==> src/rtl/hazard_scoreboard_if.sv <==
// ID-stage operand bus and hazard/forwarding results between the decode stage and the scoreboard.
interface hazard_scoreboard_if #(
  parameter int unsigned REG_AW = 3,
  parameter int unsigned DEPTH  = 3,
  parameter int unsigned CNT_W  = 16
);
  localparam int unsigned FW = $clog2(DEPTH + 1);

  logic              id_valid;
  logic [REG_AW-1:0] id_rs1;
  logic [REG_AW-1:0] id_rs2;
  logic              id_use_rs1;
  logic              id_use_rs2;
  logic [REG_AW-1:0] id_rd;
  logic              id_regwr;
  logic              id_memrd;
  logic              id_br_taken;
  logic              cnt_clr;
  logic              stall;
  logic              kill;
  logic              id_squash;
  logic [FW-1:0]     fwd_a;
  logic [FW-1:0]     fwd_b;
  logic [CNT_W-1:0]  stall_cnt;
  logic [CNT_W-1:0]  kill_cnt;

  modport master (
    output id_valid, id_rs1, id_rs2, id_use_rs1, id_use_rs2, id_rd,
           id_regwr, id_memrd, id_br_taken, cnt_clr,
    input  stall, kill, id_squash, fwd_a, fwd_b, stall_cnt, kill_cnt
  );

  modport slave (
    input  id_valid, id_rs1, id_rs2, id_use_rs1, id_use_rs2, id_rd,
           id_regwr, id_memrd, id_br_taken, cnt_clr,
    output stall, kill, id_squash, fwd_a, fwd_b, stall_cnt, kill_cnt
  );
endinterface

==> src/rtl/hazard_scoreboard.sv <==
// Parametrised hazard/forwarding unit: shift scoreboard of in-flight writes after ID,
// producing forwarding selects, load-use stalls, branch kill/squash and perf counters.
module hazard_scoreboard #(
  parameter int unsigned REG_AW      = 3,
  parameter int unsigned DEPTH       = 3,
  parameter int unsigned LOAD_STAGE  = 2,
  parameter int unsigned ZERO_REG_EN = 0,
  parameter int unsigned CNT_W       = 16
) (
  input logic               clk,
  input logic               rst_n,
  hazard_scoreboard_if.slave bus
);
  localparam int unsigned FW = $clog2(DEPTH + 1);

  typedef struct packed {
    logic              v;
    logic [REG_AW-1:0] rd;
    logic              regwr;
    logic              memrd;
  } entry_t;

  // sb[i] holds stage i+1 (sb[0] = EX, sb[DEPTH-1] = WB)
  entry_t            sb [DEPTH];
  logic              squash_q;
  logic [CNT_W-1:0]  stall_cnt_q;
  logic [CNT_W-1:0]  kill_cnt_q;

  logic              pre_valid;
  logic              eff_valid;
  logic              stall_c;
  logic              kill_c;
  logic [REG_AW-1:0] src     [2];
  logic              use_src [2];
  logic              hz      [2];
  logic [FW-1:0]     fw      [2];

  assign src[0]     = bus.id_rs1;
  assign src[1]     = bus.id_rs2;
  assign use_src[0] = bus.id_use_rs1;
  assign use_src[1] = bus.id_use_rs2;

  // Youngest matching stage wins: scan oldest to youngest, last hit overrides.
  always_comb begin : lookup
    for (int j = 0; j < 2; j++) begin
      hz[j] = 1'b0;
      fw[j] = '0;
      for (int i = int'(DEPTH) - 1; i >= 0; i--) begin
        if (sb[i].v && sb[i].regwr && (sb[i].rd == src[j])) begin
          fw[j] = FW'(i + 1);
          hz[j] = sb[i].memrd && ((i + 1) < int'(LOAD_STAGE));
        end
      end
      if (!use_src[j] || ((ZERO_REG_EN != 0) && (src[j] == '0))) begin
        hz[j] = 1'b0;
        fw[j] = '0;
      end
    end
  end

  // A squashed ID slot is ignored entirely, so it can neither stall nor kill.
  assign pre_valid = bus.id_valid & ~squash_q;
  assign stall_c   = pre_valid & (hz[0] | hz[1]);
  assign eff_valid = pre_valid & ~stall_c;
  assign kill_c    = eff_valid & bus.id_br_taken;

  assign bus.stall     = stall_c;
  assign bus.kill      = kill_c;
  assign bus.fwd_a     = eff_valid ? fw[0] : '0;
  assign bus.fwd_b     = eff_valid ? fw[1] : '0;
  assign bus.id_squash = squash_q;
  assign bus.stall_cnt = stall_cnt_q;
  assign bus.kill_cnt  = kill_cnt_q;

  // Scoreboard shift, squash flag and saturating counters.
  always_ff @(posedge clk) begin
    if (!rst_n) begin
      for (int i = 0; i < int'(DEPTH); i++) sb[i] <= '0;
      squash_q    <= 1'b0;
      stall_cnt_q <= '0;
      kill_cnt_q  <= '0;
    end else begin
      if (eff_valid) begin
        sb[0] <= '{v: 1'b1, rd: bus.id_rd, regwr: bus.id_regwr, memrd: bus.id_memrd};
      end else begin
        sb[0] <= '0;
      end
      for (int i = int'(DEPTH) - 1; i > 0; i--) sb[i] <= sb[i-1];
      squash_q <= kill_c;

      if (bus.cnt_clr)                          stall_cnt_q <= '0;
      else if (stall_c && (stall_cnt_q != '1))  stall_cnt_q <= stall_cnt_q + CNT_W'(1);

      if (bus.cnt_clr)                          kill_cnt_q <= '0;
      else if (kill_c && (kill_cnt_q != '1))    kill_cnt_q <= kill_cnt_q + CNT_W'(1);
    end
  end
endmodule

==> src/flat_wrapper.sv <==
// flat-port wrapper written by rule: the top's interface ports become plain ports
module hazard_scoreboard_flat 
#(
  parameter int unsigned REG_AW      = 3,
  parameter int unsigned DEPTH       = 3,
  parameter int unsigned LOAD_STAGE  = 2,
  parameter int unsigned ZERO_REG_EN = 0,
  parameter int unsigned CNT_W       = 16
)
  (clk, rst_n, bus_id_valid, bus_id_rs1, bus_id_rs2, bus_id_use_rs1, bus_id_use_rs2, bus_id_rd, bus_id_regwr, bus_id_memrd, bus_id_br_taken, bus_cnt_clr, bus_stall, bus_kill, bus_id_squash, bus_fwd_a, bus_fwd_b, bus_stall_cnt, bus_kill_cnt);
  hazard_scoreboard_if #(.REG_AW(REG_AW), .DEPTH(DEPTH), .CNT_W(CNT_W)) bus_i ();
  input logic clk;
  input logic rst_n;
  input wire logic [$bits(bus_i.id_valid)-1:0] bus_id_valid;
  input wire logic [$bits(bus_i.id_rs1)-1:0] bus_id_rs1;
  input wire logic [$bits(bus_i.id_rs2)-1:0] bus_id_rs2;
  input wire logic [$bits(bus_i.id_use_rs1)-1:0] bus_id_use_rs1;
  input wire logic [$bits(bus_i.id_use_rs2)-1:0] bus_id_use_rs2;
  input wire logic [$bits(bus_i.id_rd)-1:0] bus_id_rd;
  input wire logic [$bits(bus_i.id_regwr)-1:0] bus_id_regwr;
  input wire logic [$bits(bus_i.id_memrd)-1:0] bus_id_memrd;
  input wire logic [$bits(bus_i.id_br_taken)-1:0] bus_id_br_taken;
  input wire logic [$bits(bus_i.cnt_clr)-1:0] bus_cnt_clr;
  output wire logic [$bits(bus_i.stall)-1:0] bus_stall;
  output wire logic [$bits(bus_i.kill)-1:0] bus_kill;
  output wire logic [$bits(bus_i.id_squash)-1:0] bus_id_squash;
  output wire logic [$bits(bus_i.fwd_a)-1:0] bus_fwd_a;
  output wire logic [$bits(bus_i.fwd_b)-1:0] bus_fwd_b;
  output wire logic [$bits(bus_i.stall_cnt)-1:0] bus_stall_cnt;
  output wire logic [$bits(bus_i.kill_cnt)-1:0] bus_kill_cnt;
  assign bus_i.id_valid = bus_id_valid;
  assign bus_i.id_rs1 = bus_id_rs1;
  assign bus_i.id_rs2 = bus_id_rs2;
  assign bus_i.id_use_rs1 = bus_id_use_rs1;
  assign bus_i.id_use_rs2 = bus_id_use_rs2;
  assign bus_i.id_rd = bus_id_rd;
  assign bus_i.id_regwr = bus_id_regwr;
  assign bus_i.id_memrd = bus_id_memrd;
  assign bus_i.id_br_taken = bus_id_br_taken;
  assign bus_i.cnt_clr = bus_cnt_clr;
  assign bus_stall = bus_i.stall;
  assign bus_kill = bus_i.kill;
  assign bus_id_squash = bus_i.id_squash;
  assign bus_fwd_a = bus_i.fwd_a;
  assign bus_fwd_b = bus_i.fwd_b;
  assign bus_stall_cnt = bus_i.stall_cnt;
  assign bus_kill_cnt = bus_i.kill_cnt;
  hazard_scoreboard #(.REG_AW(REG_AW), .DEPTH(DEPTH), .LOAD_STAGE(LOAD_STAGE), .ZERO_REG_EN(ZERO_REG_EN), .CNT_W(CNT_W)) u_core (.clk(clk), .rst_n(rst_n), .bus(bus_i));
endmodule
==> config.mk <==
export PLATFORM = sky130hd
export DESIGN_NAME = hazard_scoreboard_flat
export DESIGN_NICKNAME = d
export VERILOG_FILES = /design/src/rtl/hazard_scoreboard_if.sv /design/src/rtl/hazard_scoreboard.sv /design/src/flat_wrapper.sv
export SDC_FILE = /design/constraint.sdc
export NUM_CORES = 1
export LEC_CHECK = 0
export CORE_MARGIN = 8
export CORE_UTILIZATION = 35
export DETAILED_ROUTE_END_ITERATION = 8
export SETUP_SLACK_MARGIN = 0.05
export SYNTH_ARGS = -nofsm -noshare
export SYNTH_HDL_FRONTEND = slang
export SYNTH_SLANG_ARGS = --single-unit
==> constraint.sdc <==
create_clock -name clk -period 2.5 [get_ports clk]
set_input_delay 0.5 -clock clk [delete_from_list [all_inputs] [get_ports clk]]
set_output_delay 0.5 -clock clk [all_outputs]
set_load 0.01 [all_outputs]
==> results.cfg, run 1 <==
[global_route]
grt_max_degree = 28
antenna_found_initial = 0
gr-total-overflow = 0
grt_pass1_vias = 2473
grt_pass1_wl_um = 11900
gr-usage-all-layers_pct = 12.9

[worst_setup_path]
crit_chain = xor2_2 > or4b_4 > a21boi_4 > nor2_1 > and3_1 > buf_2
crit_type = reg -> out
critPathCaptureType = primary output
cp.required_ns = 2.00
slowest_delay_ns = 0.54
critical_path_arrival_ns = 2.02
critPathLaunch = u_core.sb[0][3]
cp_max_fo = 3
cp-start-kind = flip-flop
slowest_stage = or4b_4
rr_startpoint = u_core.sb[0][3]

[timing]
setup_viol = 2
skew_ns = 0.0185
setup_slack_ns = -0.0206
fin_crit_sh_pct = 101
maxSlewViolCount = 0
rsz0062_at_grt = true
finalHoldViolCount = 0
holdWs_ns = 0.504
tns_ns = -0.0270
max_freq_ghz = 0.397
period_needed_ns = 2.52

[finish]
final_cells = 496
seqCellArea_sq_um = 1140
fill_cells = 738
design_area_sq_um = 3800
layout-drive-gt1-share_pct = 16.5
final_core_util_pct = 49.7
area_growth_pct = 38.9
multi_input_area_sq_um = 1680
final_net_count = 413
diodes = 0

[placed_design]
portBuffers = 56
place_ws_ns = -0.622
dpl_cell_area_sq_um = 3630
dp_hpwl_um = 5260
routabilityCongestion = 0.831
dp.cells = 486

[cts]
ctsHoldBuffers = 0
h-tree-depth = 2
cts.sinks = 49
cts_tree = yes
cts_buffers = 5
clk_pin_slew_ns = 0.10
cts_buffer_depth = 2
cts-root-buf = clkbuf_8
clkLatencyLatePin_ns = 0.31

[routing]
firstDrtPassIters = 4
first_iter_violations = 111
drt_wl_total_um = 7000
drc_errors = 0
route.vias.total = 2545
wire_per_inst_um = 14.1
viasPerCell = 5.13
final_antenna_net_count = 0

[yosys]
synth_compound_area_share_pct = 12.6
seq_area_frac_synth_pct = 41.7
synthArstFlopShare_pct = 0
syn_area_sq_um = 2740
synth-adder-area-share_pct = 0.914
avgSynthCellArea_sq_um = 9.28
syn-instance-count = 295
ys.warnings.count = 0
ys_types = 43
ys.flop_type = dfxtp_1
yosys-mux-area-fraction_pct = 3.29
synth_top_family_by_area = simple AND/OR/NAND/NOR gates
synth-xor-area-share_pct = 5.76
synth-simple-area-share_pct = 33.1
ys_seq_elements = 49
synth_edf_count = 16

[power]
ir_worst_vdd_mv = 0.214
power.leakage_nw = 1.35
power_density_nw_per_um2 = 398
total_power_mw = 1.51

[job]
maxCapViolations = 0

[min_path]
min_path_type = reg -> reg
hp-start = u_core.bus.kill_cnt[5]

[die]
initial_core_util_pct = 35.8
die_x_um = 104
placementRows = 32
die_h_um = 104
die-area_sq_um = 10900
core_sq_um = 7650
io_pins = 57

[outcome]
status = finished with violations
violations = setup timing
-- worst max-delay path: cells and delay by family (launching register included) --
kind	cells	cell delay, ns
simple gates	3	0.75
flops	1	0.48
xor+xnor	1	0.19
compound gates	1	0.17
buf+inv	1	0.13
-- sequential cells by signal, summed over array words and instances, names as in the netlist --
register,cells
u_core.bus.stall_cnt,16
u_core.sb,16
u_core.bus.kill_cnt,16
u_core.bus.id_squash,1
-- final timing paths --
check / cells after the start / slack, ns / end
hold / removal: 2 / 0.50 / u_core.bus.kill_cnt[5]
setup / recovery: 6 / -0.02 / bus_fwd_b[0]
hold reg to reg: 2 / 0.50 / u_core.bus.kill_cnt[5]
setup reg to reg: 8 / 0.18 / u_core.bus.stall_cnt[9]
-- report_power, final --
group,leakage [nW],total (mW),internal [mW],switching [mW]
Clock,0.0461,0.477,0.200,0.277
Sequential,0.429,0.858,0.840,0.0177
Combinational,0.875,0.178,0.0938,0.0843
-- placed cells by master (no fill, tap or decap), drive strengths merged, types with 3 or more instances in the layout --
cell type	count
a21oi	19
clkdlybuf4s50	42
or3	6
mux2i	9
nor2	10
nor4b	5
nand3	14
nand4	9
and4	6
buf	37
o21ai	11
o31ai	12
nand2	30
dlygate4sd2	8
xor2	16
inv	3
nor4	9
and3	5
or4	16
dfxtp	33
conb	16
edfxtp	16
and2	21
clkbuf	6
nand2b	13
-- routing by layer --
metal | vias up | GRT usage [%] | share of wire [%]
met5 | - | 0 | 0
met4 | 0 | 3.41 | 1.0
met3 | 5 | 3.72 | 4.7
met2 | 52 | 21.7 | 48
met1 | 1203 | 15.7 | 46
li1 | 1285 | - | -
-- area by class of cell --
| cell class | instances | area share [%] |
|---|---|---|
| repair buffers | 87 | 20.1 |
| clock inverters | 2 | 0.329 |
| inverters | 1 | 0.0987 |
| well taps | 102 | 3.36 |
| multi-input cells | 249 | 44.2 |
| flip-flops and latches | 49 | 30.0 |
| clock buffers | 6 | 1.91 |
-- kinds of logic after synthesis --
| kind of cell | Yosys count |
|---|---|
| and+or+nand+nor | 151 |
| adders and majority gates | 2 |
| other | 1 |
| xor gates and xnor gates | 18 |
| muxes | 9 |
| AOI/OAI and AO/OA | 53 |
| buffers and inverters | 12 |
| DFF | 49 |
-- cell usage after synthesis (all sizes together) (2+ instances only) --
cell type | n | area [sq um]
or4b | 2 | 23.8
xor2 | 16 | 140
and3 | 5 | 31.3
nand2 | 30 | 113
o31ai | 12 | 90.1
mux2i | 9 | 90.1
nand3 | 14 | 70.1
and4 | 6 | 52.6
xnor2 | 2 | 17.5
nor2 | 10 | 37.5
dfxtp | 33 | 661
edfxtp | 16 | 480
a41o | 2 | 20.0
o21ai | 11 | 58.8
and2 | 21 | 131
nor4b | 5 | 56.3
o211ai | 2 | 15.0
nand4 | 9 | 62.6
clkbuf | 6 | 22.5
or4 | 16 | 120
buf | 5 | 43.8
a31oi | 2 | 12.5
nand2b | 13 | 81.3
ha | 2 | 25.0
nor2b | 2 | 12.5
nor4 | 9 | 56.3
a21oi | 19 | 95.1
or3 | 6 | 37.5
-- what timing repair did --
item / 4_1_cts / 5_1_grt
buffers inserted: 1 / 1
gates resized for setup: 46 / 6
cloned: 0 / 0
pin swaps: 14 / 3
endpoints found under the setup margin: 14 / 6
Power figures use the tool's default switching activity.
==> run 2, diff against run 1 <==
--- a/config.mk
+++ b/config.mk
@@ -5,6 +5,7 @@
 export SDC_FILE = /design/constraint.sdc
 export NUM_CORES = 1
 export LEC_CHECK = 0
+export CORE_ASPECT_RATIO = 0.9
 export CORE_MARGIN = 8
 export CORE_UTILIZATION = 35
 export DETAILED_ROUTE_END_ITERATION = 8
==> run 2 against run 1 <==
Net effect:
- the run still ends with setup timing left
- final cell count unchanged
- sequential power about the same
- sequential cell count unchanged
- critical path type unchanged
- highest routed layer unchanged
==> results.cfg, run 2 (synthesized netlist as in run 1, its figures left out) <==
[power]
ir_worst_vdd_mv = 0.168
internal_power_mw = 1.14
clkPwrFrac_pct = 30.1
p_sw_uw = 358
p_comb_share_pct = 12.5
power.leakage_nw = 1.37
total_power_mw = 1.50
power_density_nw_per_um2 = 389
power.share.sequential_pct = 57.4
swShare_pct = 23.9

[timing]
skew_ns = 0.00525
worst-slew-pin-transition_ns = 0.703
slew_headroom_pct = 52.7
max_freq_ghz = 0.390
period_needed_ns = 2.56
fin_crit_sh_pct = 103
rsz0062_at_grt = true
holdWs_ns = 0.490
setup_viol = 2
tns_ns = -0.127
setup_slack_ns = -0.0649
finalHoldViolCount = 0
maxSlewViolCount = 0

[outcome]
status = finished with violations
violations = setup timing

[worst_setup_path]
cp.required_ns = 2.00
cp-start-kind = flip-flop
crit_chain = xor2_2 > or4b_4 > a21boi_4 > nor2_2 > and4_1 > buf_2
path_buf_inv = 1
slowest_stage = or4b_4
crit_type = reg -> out
slowest_delay_ns = 0.56
cp_max_fo = 3
r2r_cells = 8
critPathCaptureType = primary output
critical_path_arrival_ns = 2.06
crit_family = simple AND/OR/NAND/NOR gates
worst-path-stages = 6

[finish]
final_cells = 496
final_core_util_pct = 50.7
diodes = 0
final_cell_mix = 42 x clkdlybuf4s50_1, 36 x buf_4, 33 x dfxtp_1
final_net_count = 419
layout-drive-gt1-share_pct = 18.0
area_growth_pct = 40.5
layout_commonest_cell = clkdlybuf4s50_1

[min_path]
min_path_type = reg -> reg
holdPathStages = 2

[cts]
cts_buffers = 5
cts.sinks = 49
clk_pin_slew_ns = 0.08
h-tree-depth = 2
cts-root-buf = clkbuf_8
clkLatencyLatePin_ns = 0.30
cts_tree = yes
cts_buffer_depth = 2

[placed_design]
dp_hpwl_um = 5540
portBuffers = 56
routabilityCongestion = 0.817
dp.cells = 477

[die]
io_pins = 57
die-area_sq_um = 10900
die_h_um = 99.9
die_x_um = 109
placementRows = 30
initial_core_util_pct = 36.1
core_sq_um = 7580

[global_route]
antenna_found_initial = 0
grt_max_degree = 28
grt_pass1_vias = 2393
gr-total-overflow = 0
gr-usage-all-layers_pct = 13.3
grt_pass1_wl_um = 11700

[job]
maxCapViolations = 0

[routing]
drc_errors = 0
viasPerCell = 5.22
firstDrtPassIters = 4
wire_per_inst_um = 14.5
first_iter_violations = 104
drt_wl_total_um = 7210
final_antenna_net_count = 0
route.vias.total = 2590
run 2: cell count changes in the layout (fill, tap and decap cells not counted), sizes merged:
| cell | delta |
|---|---|
| clkbuf | +2 |
| buf | +6 |
| inv | -2 |
run 2: power groups by stage:
stage	clock network (mW)	logic (mW)	registers, mW
after floorplan	0	0.0739	0.869
after global placement	0	0.159	0.875
after detailed placement	0	0.163	0.876
after CTS	0.469	0.179	0.858
after global routing	0.508	0.204	0.861
final	0.451	0.188	0.858
run 2: worst paths after layout:
kind,from,end,slack [ns]
max,u_core.sb[0][2],bus_fwd_b[1],-0.06
min,u_core.bus.kill_cnt[5],u_core.bus.kill_cnt[5],0.49
max reg2reg,u_core.sb[0][2],u_core.bus.stall_cnt[11],0.18
min reg2reg,u_core.bus.kill_cnt[5],u_core.bus.kill_cnt[5],0.49
run 2: per-stage QoR:
step	setup WS (ns)	area [sq um]
global route	-0.140	3850
detailed placement	-0.617	3600
CTS	-0.0434	3770
finish	-0.0649	3850
global placement	-0.601	3600
floorplan	0.125	2790
run 2: tightest hold or removal path, cell delays in order (launching register included):
cell and delay [ns]:
dfxtp_1 0.33, nand2_1 0.06, mux2i_1 0.05
run 2: layout make-up:
type	instances	area [sq um]
multi-input cells	249	1690
flip-flops and latches	49	1140
repair buffers	93	815
clock buffers	8	80.1
well taps	96	120
inverters	1	3.75
fillers	752	3740
run 2: routing by layer:
layer  wire, um  vias up  global-route usage (%)
met3        365        7                    3.07
met2       3460       53                    21.1
li1           -     1303                       -
met5          0        -                       0
met4         84        0                    5.08
met1       3300     1227                    17.1
run 2: timing repair:
item / 4_1_cts / 5_1_grt
buffers inserted: 8 / 4
pin swaps: 13 / 6
resized for setup: 44 / 13
hold buffers: 0 / 0
setup endpoints to repair: 9 / 13
==> run 3, diff against run 2 <==
--- a/config.mk
+++ b/config.mk
@@ -7,8 +7,9 @@
 export LEC_CHECK = 0
 export CORE_ASPECT_RATIO = 0.9
 export CORE_MARGIN = 8
-export CORE_UTILIZATION = 35
+export CORE_UTILIZATION = 43
 export DETAILED_ROUTE_END_ITERATION = 8
+export PLACE_DENSITY = 0.72
 export SETUP_SLACK_MARGIN = 0.05
 export SYNTH_ARGS = -nofsm -noshare
 export SYNTH_HDL_FRONTEND = slang
==> constraint.sdc (replaced) <==
create_clock -name clk -period 2.2 [get_ports clk]
set_input_delay 0.44 -clock clk [delete_from_list [all_inputs] [get_ports clk]]
set_output_delay 0.44 -clock clk [all_outputs]
set_load 0.01 [all_outputs]
==> run 3 against run 2 <==
Net effect:
- the flow still finishes with violations (setup timing)
- global-route usage up 4.1 points
- utilization increased by 16 points
- via count is 3.1% higher
- setup slack worse by 0.27 ns
- final cell count is 0.40% lower
- sequential power rose by 14%
- die area is 16% lower
- first-iteration DRC count shrank 15%
- cell area increased by 7.1%
- highest routed layer unchanged
==> results.cfg, run 3 (synthesized netlist as in run 1, its figures left out) <==
[die]
io_pins = 57
placementRows = 27
initial_core_util_pct = 44.5
die_h_um = 91.7
die_x_um = 100
die-area_sq_um = 9180
core_sq_um = 6150

[worst_setup_path]
critical_path_arrival_ns = 2.09
rr_endpoint = u_core.bus.stall_cnt[7]
path_buf_inv = 1
r2r_cells = 8
crit_family = simple AND/OR/NAND/NOR gates
critPathCaptureType = primary output
cp-start-kind = flip-flop
cp.required_ns = 1.76
cp_max_fo = 3
slowest_delay_ns = 0.51
slowest_stage = edfxtp_1
rr_startpoint = u_core.sb[0][3]
crit_type = reg -> out
r2r_setup_slack_ns = -0.18
crit_chain = xnor2_2 > or4b_4 > a21boi_4 > nor2_2 > and4_1 > buf_2

[timing]
fin_crit_sh_pct = 115
holdWs_ns = 0.499
setup_slack_ns = -0.333
rsz0062_at_grt = true
setup_viol = 15
period_needed_ns = 2.53
skew_ns = 0.0171
worst-slew-pin-transition_ns = 0.602
slew_headroom_pct = 59.7
maxSlewViolCount = 0
finalHoldViolCount = 0
max_freq_ghz = 0.395

[power]
power.leakage_nw = 1.46
p_comb_share_pct = 11.5
swShare_pct = 23.7
power.share.sequential_pct = 51.7
p_sw_uw = 447
ir_worst_vdd_mv = 0.308
power_density_nw_per_um2 = 458
clkPwrFrac_pct = 36.8
internal_power_mw = 1.44

[global_route]
grt_pass1_wl_um = 13000
grt_max_degree = 28
grt_pass1_vias = 2593
gr-usage-all-layers_pct = 17.4
antenna_found_initial = 0
gr-total-overflow = 0

[cts]
clkLatencyLatePin_ns = 0.31
cts_tree = yes
cts_buffers = 5
clk_pin_slew_ns = 0.10
cts-root-buf = clkbuf_8
ctsHoldBuffers = 0
cts.sinks = 49
cts_buffer_depth = 2
h-tree-depth = 2

[finish]
layout-drive-gt1-share_pct = 25.1
diodes = 0
fill_cells = 518
final_cells = 494
final_net_count = 426
layout_commonest_cell = clkdlybuf4s50_1
final_cell_mix = 42 x clkdlybuf4s50_1, 38 x buf_4, 33 x dfxtp_1
area_growth_pct = 50.5

[placed_design]
portBuffers = 56
dp_hpwl_um = 5360
dp.cells = 474
routabilityCongestion = 0.858

[min_path]
min_path_type = reg -> reg
hold_path_end = u_core.bus.kill_cnt[5]
holdPathStages = 2
hp-start = u_core.bus.kill_cnt[5]

[routing]
first_iter_violations = 88
drt_wl_total_um = 8010
route.vias.total = 2670
final_antenna_net_count = 0
wire_per_inst_um = 16.2
firstDrtPassIters = 4
viasPerCell = 5.40
drc_errors = 0

[job]
maxCapViolations = 0

[outcome]
status = finished with violations
violations = setup timing
-- run 3: changes by cell type in the layout (fill, tap and decap cells not counted), moves of 3 or more --
cell      before  now
a21oi_1       16   12
a21oi_2        3    7
clkbuf_1       3    0
nor4_1         8    5
nor4_4         0    3
o31ai_1       12    9
o31ai_2        0    3
or4_1         16   10
or4_4          0    6
xor2_1        15   12
xor2_2         1    4
-- run 3: layer usage --
layer	GRT usage (%)	part of all wire, %
met3	3.47	5.1
met4	5.16	1.3
met2	30.1	50
met1	21.3	44
met5	0	0
-- run 3: metrics by stage --
| step | worst slack, ns | total power [mW] | setup TNS (ns) | util [%] | instance area (sq um) |
|---|---|---|---|---|---|
| 3_5_place_dp | -0.818 | 1.17 | -18.88 | 59.3 | 3650 |
| 4_1_cts | -0.324 | 1.87 | -1.23 | 65.4 | 4020 |
| 5_1_grt | -0.398 | 1.96 | -3.94 | 67.0 | 4120 |
| 3_3_place_gp | -0.758 | 1.17 | -15.21 | 59.3 | 3650 |
| 6_report | -0.333 | 1.89 | -2.58 | 67.0 | 4120 |
| 2_1_floorplan | 0.00239 | 1.07 | 0 | - | 2810 |
-- run 3: worst min-delay path: cells and delay by family, from the launching register on --
kind,cells,cell delay [ns]
flops,1,0.35
mux,1,0.05
simple gates,1,0.06
-- run 3: worst max path at each step --
stage / start / to / slack (ns) / cells past startpoint
floorplan: u_core.sb[0][3] / bus_fwd_b[1] / 0.002 / 6
detailed placement: bus_id_rs2[2] / bus_fwd_b[1] / -0.82 / 7
CTS: u_core.sb[0][3] / bus_fwd_b[1] / -0.32 / 6
finish: u_core.sb[0][4] / bus_fwd_b[1] / -0.33 / 6
global route: u_core.sb[0][4] / bus_fwd_b[0] / -0.40 / 6
global placement: bus_id_rs2[2] / bus_fwd_b[1] / -0.76 / 7
-- run 3: repair_timing --
action                     CTS  global route
setup endpoints to repair   39            35
resized for setup           69            25
setup buffers                6            10
gates cloned                 2             0
pin swaps                   34            14
-- run 3: power groups by stage --
stage	combinational, mW	clock [mW]	sequential (mW)
2_1_floorplan	0.0852	0	0.988
3_3_place_gp	0.179	0	0.992
3_5_place_dp	0.182	0	0.992
5_1_grt	0.238	0.741	0.977
4_1_cts	0.198	0.703	0.973
6_report	0.217	0.694	0.974
-- run 3: area by class of cell --
| type | instances | area [sq um] | area share [%] |
|---|---|---|---|
| multi-input cells | 249 | 1840 | 44.6 |
| flip-flops and latches | 49 | 1140 | 27.7 |
| repair buffers | 100 | 908 | 22.0 |
| well taps | 87 | 109 | 2.64 |
| clock buffers | 6 | 82.6 | 2.00 |
| clock inverters | 2 | 36.3 | 0.881 |
| inverters | 1 | 3.75 | 0.0911 |
